<file path="config.mk">
export PLATFORM = sky130hd
export DESIGN_NAME = pcm_slot_rx
export DESIGN_NICKNAME = d
export VERILOG_FILES = /design/src/rtl/pcm_slot_rx.sv
export SDC_FILE = /design/constraint.sdc
export NUM_CORES = 1
export LEC_CHECK = 0
export ABC_AREA = 1
export CORE_MARGIN = 1.5
export CORE_UTILIZATION = 30
export CTS_CLUSTER_SIZE = 10
export DETAILED_ROUTE_END_ITERATION = 6
export PLACE_DENSITY = 0.57
export SLEW_MARGIN = 15
export SYNTH_ARGS = -nofsm -noshare
export SYNTH_HDL_FRONTEND = slang
export SYNTH_SLANG_ARGS = --single-unit
</file>
<file path="constraint.sdc">
create_clock -name CLK -period 3.4 [get_ports CLK]
set_input_delay 1.02 -clock CLK [delete_from_list [all_inputs] [get_ports CLK]]
set_output_delay 1.02 -clock CLK [all_outputs]
set_load 0.05 [all_outputs]
</file>
<file path="src/rtl/pcm_slot_rx.sv">
// PCM timeslot receiver: locks to FSYNC, counts bits/slots, and extracts one
// 8-bit timeslot per frame as an A-law code word (optionally even-bit inverted).
module pcm_slot_rx #(
  parameter int SLOTS    = 32,
  parameter int SLOT_SEL = 1,
  parameter int INVERT   = 1
) (
  input  logic       CLK,
  input  logic       RST,
  input  logic       BIT_EN,
  input  logic       SDATA,
  input  logic       FSYNC,
  output logic [7:0] CODE,
  output logic       CODE_VALID,
  output logic       LOCKED,
  output logic       SYNC_ERR
);

  localparam int SW = $clog2(SLOTS);
  localparam logic [SW-1:0] LAST_SLOT = SW'(SLOTS - 1);
  localparam logic [SW-1:0] SEL_SLOT  = SW'(SLOT_SEL);
  localparam logic [7:0]    MASK      = (INVERT != 0) ? 8'h55 : 8'h00;

  typedef enum logic {HUNT = 1'b0, SYNC = 1'b1} state_t;

  // Handshake: BIT_EN is a qualifier strobe with no backpressure; SDATA/FSYNC
  // are consumed only when it is high. CODE_VALID is a one-cycle pulse and CODE
  // stays stable until the next pulse.
  state_t        state_q, state_d;
  logic [2:0]    bit_q, bit_d;
  logic [SW-1:0] slot_q, slot_d;
  logic [1:0]    miss_q, miss_d;
  logic [7:0]    shreg_q, shreg_d;
  logic [7:0]    code_q, code_d;
  logic          valid_q, valid_d;
  logic          err_q, err_d;

  logic       at_exp;
  logic [7:0] shifted;

  assign at_exp  = (slot_q == '0) && (bit_q == 3'd0);
  assign shifted = {shreg_q[6:0], SDATA};

  always_comb begin
    state_d = state_q;
    bit_d   = bit_q;
    slot_d  = slot_q;
    miss_d  = miss_q;
    shreg_d = shreg_q;
    code_d  = code_q;
    valid_d = 1'b0;
    err_d   = 1'b0;
    if (BIT_EN) begin
      case (state_q)
        HUNT: begin
          if (FSYNC) begin
            state_d = SYNC;
            bit_d   = 3'd1;
            slot_d  = '0;
            miss_d  = 2'd0;
            shreg_d = {7'b0, SDATA};
          end
        end
        SYNC: begin
          if (FSYNC && !at_exp) begin
            // Misplaced sync: this bit becomes slot 0 bit 0; partial byte dropped.
            err_d   = 1'b1;
            bit_d   = 3'd1;
            slot_d  = '0;
            shreg_d = {7'b0, SDATA};
          end else begin
            shreg_d = shifted;
            bit_d   = bit_q + 3'd1;
            if (bit_q == 3'd7) begin
              slot_d = (slot_q == LAST_SLOT) ? '0 : slot_q + 1'b1;
              if (slot_q == SEL_SLOT) begin
                code_d  = shifted ^ MASK;
                valid_d = 1'b1;
              end
            end
            if (FSYNC) begin
              miss_d = 2'd0;
            end else if (at_exp) begin
              err_d = 1'b1;
              if (miss_q == 2'd1) begin
                state_d = HUNT;
                bit_d   = 3'd0;
                slot_d  = '0;
                miss_d  = 2'd0;
              end else begin
                miss_d = miss_q + 2'd1;
              end
            end
          end
        end
        default: state_d = HUNT;
      endcase
    end
  end

  always_ff @(posedge CLK) begin
    if (RST) begin
      state_q <= HUNT;
      bit_q   <= 3'd0;
      slot_q  <= '0;
      miss_q  <= 2'd0;
      shreg_q <= 8'h00;
      code_q  <= 8'h00;
      valid_q <= 1'b0;
      err_q   <= 1'b0;
    end else begin
      state_q <= state_d;
      bit_q   <= bit_d;
      slot_q  <= slot_d;
      miss_q  <= miss_d;
      shreg_q <= shreg_d;
      code_q  <= code_d;
      valid_q <= valid_d;
      err_q   <= err_d;
    end
  end

  assign CODE       = code_q;
  assign CODE_VALID = valid_q;
  assign LOCKED     = (state_q == SYNC);
  assign SYNC_ERR   = err_q;

endmodule

</file>
# --- After elaboration in Yosys (flattened, before gate mapping) ---
# Index checks and enable logic that the tools add are counted.
classes:
  mux: 33
  eq_ne: 7
  bitwise_logic: 5
  reduce_logical: 10
  n_addsub: 3
ops:
  columns: ["cell", "n"]
  rows:
  - ["2-to-1 mux 5 bit", 7]
  - ["2-to-1 mux 3 bit", 5]
  - ["2-to-1 mux 7 bit", 2]
  - ["case mux 7 bit (2 select lines)", 1]
  - ["2-to-1 mux 2 bit", 5]
  - ["case mux 5 bit (2 select lines)", 1]
  - ["2-to-1 mux 1 bit", 9]
  - ["case mux 3 bit (2 select lines)", 1]
  - ["adder 5 x 1 -> 5 bit, second input constant", 1]
  - ["== test 5 x 1 -> 1 bit, second input constant", 1]
  - ["== test 5 bit, second input constant", 1]
  - ["zero test 5 bit", 1]
  - ["AND reduction 5 bit", 1]
  - ["OR reduction 5 bit", 1]
  - ["!= test 2 bit, second input constant", 2]
  - ["inverter 1 bit", 4]
  - ["inverter 4 bit", 1]
  - ["case mux 2 bit (2 select lines)", 1]
  - ["AND reduction 4 bit", 1]
  - ["adder 3 x 1 -> 3 bit, second input constant", 1]
  - ["== test 3 bit, second input constant", 1]
  - ["zero test 3 bit", 1]
  - ["!= test 3 x 2 -> 1 bit, second input constant", 1]
  - ["OR reduction 3 bit", 1]
  - ["other kinds (6)", 7]
word_totals:
  wordCells: 66
  register_bits: 28
  input_bits: 5

# --- Longest topological paths before layout ---
depth:
  ltp_word: 8
  depth_mapped: 13

# --- Worst setup path after synthesis ---
# Ideal clock, no wire load.
synth_timing:
  kind: "input to register"
  start: "input FSYNC"
  end: "register code_q[4], in the netlist CODE[4]"
  cell_stages: 8
  t_arrival_ns: 1.791
  path_slack_ns: 1.495
  setup_ns: 0.114
  path_buffers: 1
  path_cell_list: "ha_1 -> nor2_2 -> nand2_4 -> inv_4 -> buf_8 -> nand2_1 -> nand2_1 -> nor2_1"
synth_via:
  elab_chain_cells: 3
synth_rtl:
  columns: ["item", "line", "source"]
  rows:
  - ["from (decl)", "12", "input logic FSYNC,"]
  - ["logical AND 1 bit", "65", "if (FSYNC && !at_exp) begin"]
  - ["inverter 1 bit (no source line)", null, null]
  - ["AND reduction 5 bit (no source line)", null, null]
  - ["to (signal assigned)", "117", "code_q <= code_d;"]
  - ["to (decl)", "34", "logic [7:0] code_q, code_d;"]
# Every way passes these cells.
# A chain may end at the register's enable or synchronous reset.

# --- Worst setup path in the final report ---
layout_timing:
  start: "register state_q, in the netlist LOCKED"
  end: "output LOCKED"
layout_rtl:
  columns: ["item", "line", "source"]
  rows:
  - ["from (decl)", "29", "state_t state_q, state_d;"]
  - ["from (signal assigned)", "112", "state_q <= state_d;"]
  - ["to (decl)", "15", "output logic LOCKED,"]
# No word-level cell between the ends.

==> impl_results.md <==
* Outcome: complete, no violations
* Number of H-tree levels at 1
* Syn Nets at 190
* Die area at 4790 sq um
* Post-synthesis cell area at 1320 sq um
* Leak pwr at 0.614 nW
* Crit path arrival time at 1530 ps
* Antenna violations before repair at 0
* Iteration-0 DRC Markers at 44
* Critical path cell sequence: clkdlybuf4s50_1
* Clock Latency Late Sink at 270 ps
* DR WL/cell at 10.7 um
* Crit-path max cell delay at 830 ps
* Ranking of synthesized cells by area: dfxtp_1, nand2_1, ha_1
* Crit share post-route at 0.749
* Largest net degree at the start of global routing at 17
* Root buf cell: clkbuf_8
* FF+latch count, synth at 28
* DRC at 0
* Yosys warning total at 0
* Die height at 69.2 um
* Setup CP Type: register to output pin
* Num rows at 23
* Core ar. at 4120 sq um
* Vias in the first global route at 1000
* Slew Viols, Final at 0
* Die Span X at 69.2 um
* Layout cells sized above 1 at 0.0990
* Minimum clock period at 2550 ps
* Global placer's final weighted congestion at 0.786
* Clock tree buffer depth at 2
* Syn-to-layout area delta at 19.6%
* Pre-Repair DR Iteration Count at 4
* Hold WS at 443 ps
* Clock slew at reported path FFs at 100 ps
* Switch share at 0.221
* Avg Cell Area, Syn at 7.44 sq um
* Most frequent cells in the layout: nand2_1, dfxtp_1, nor2_1
* Most common cell after layout, fill and taps aside: nand2_1
* Final core occ at 0.382
* PortBufs at 15
* Leading area contributor after synthesis: dfxtp_1
* Design Area, Final at 1570 sq um
* Worst Tran Pin Value at 506 ps
* Top cell type's share of synthesized area at 0.426
* Placed instance area at 1500 sq um
* Critical path buffers and inverters at 1
* Sequential power share at 0.516
* Worst hold path class: register to register
* Gr usage total at 0.109
* First-pass GRT wire length at 4.36 mm
* Crit. End Element: output pin
* Final WL at 2.58 mm
* Antenna fix cells at 0
* Critical Path Start Type: register
* Crit-path max FO at 5
* Clock sinks at 28
* Seq/Total Area, Yosys at 0.426
* PD cells at 414 nW/um^2
* Placed cells at 238
* Worst endpoint required time at 2380 ps
* Skew final at 3.42 ps
* Gr ovfl total at 0
* Antenna-violating nets left at 0
* Crit path max-delay family: buffers and inverters
* Clock power share at 0.404
* CTS tree: yes
* Comb power frac at 0.080
* # Post-CTS Setup Buffers at 0
* RSZ-0062 raised after global routing: false
* Finished Layout Cells at 242
* Sw Pwr at 0.144 mW
* Num CTS Buffers at 3
* Slew HR at 0.661
* DR vias/cell at 4.64
* Hold buffers post-CTS at 0
* Initial Utilization at 0.320
* Hold Violations, Final at 0
* Synth Instances at 177
* Max VDD drop at 0.000178 V
* Setup TNS at 0 ps
* CTS-repair resized insts at 0
* Final net count at 206
* Setup violations, final at 0
* Cell variety after synth at 24
* Slowest-stage cell, CP: clkdlybuf4s50_1
* Max-Cap Viols at 0
* P_int at 0.508 mW
* Fmax at 393 MHz
* I/O pin cnt at 16
* Vias at 1123
* DP HPWL at 1.84 mm
-- cell usage after synthesis (all sizes together) --
cell     n
inv     20
nand2   49
ha       8
nand4    1
buf      5
xnor2    1
nor3     2
a21oi   18
o21ai   10
nor2    24
dfxtp   28
nand3    9
clkbuf   1
a211oi   1
-- worst paths after layout --
check | cells past startpoint | startpoint | slack (ps) | end
setup / recovery | 1 | LOCKED$_SDFFE_PP0P_ | 850 | LOCKED
setup reg to reg | 12 | slot_q[1]$_SDFFE_PP0P_ | 1560 | CODE[4]$_SDFFE_PP0P_
hold reg to reg | 2 | miss_q[1]$_SDFFE_PP0P_ | 440 | miss_q[1]$_SDFFE_PP0P_
hold / removal | 2 | miss_q[1]$_SDFFE_PP0P_ | 440 | miss_q[1]$_SDFFE_PP0P_
-- power groups by stage --
stage	clock, mW	combinational [mW]	sequential (mW)
finish	0.264	0.0522	0.336
CTS	0.274	0.0526	0.336
detailed placement	0	0.0523	0.344
global placement	0	0.0526	0.344
floorplan	0	0.0325	0.347
global route	0.283	0.0584	0.337
-- sequential cells by signal, indices dropped and copies added (netlist names) --
register,cells
SYNC_ERR,1
CODE_VALID,1
bit_q,3
shreg_q,7
CODE,8
slot_q,5
miss_q,2
LOCKED,1
-- cell type report --
class                           count  area, sq um
Clock buffer                        3         41.3
Clock inverter                      1         30.0
Fill cell                         433         2540
Inverter                           20         77.6
Multi-Input combinational cell    123          637
Sequential cell                    28          561
Tap cell                           50         62.6
Timing Repair Buffer               17          165
-- routing by layer --
layer,track usage,routed length [um]
met1,0.137,1230
met2,0.182,1220
met3,0.0189,90
met4,0.0501,34
met5,0,0
-- through the flow --
step / power, mW / setup WS (ps)
final: 0.652 / 853
after global routing: 0.678 / 804
after CTS: 0.662 / 839
after detailed placement: 0.396 / 870
after global placement: 0.396 / 895
after floorplan: 0.380 / 1490
-- cells by family (layout without fill, tap and decap cells) --
logic type      count (synthesis)  after routing  share of synthesized area
buf+inv                        26             41                     0.0903
simple gates                   85             85                      0.279
xor+xnor                        1              1                    0.00666
flops                          28             28                      0.426
compound gates                 29             29                      0.122
fa+ha+maj                       8              8                     0.0760
Note: power is estimated with default switching activity, not from simulation.
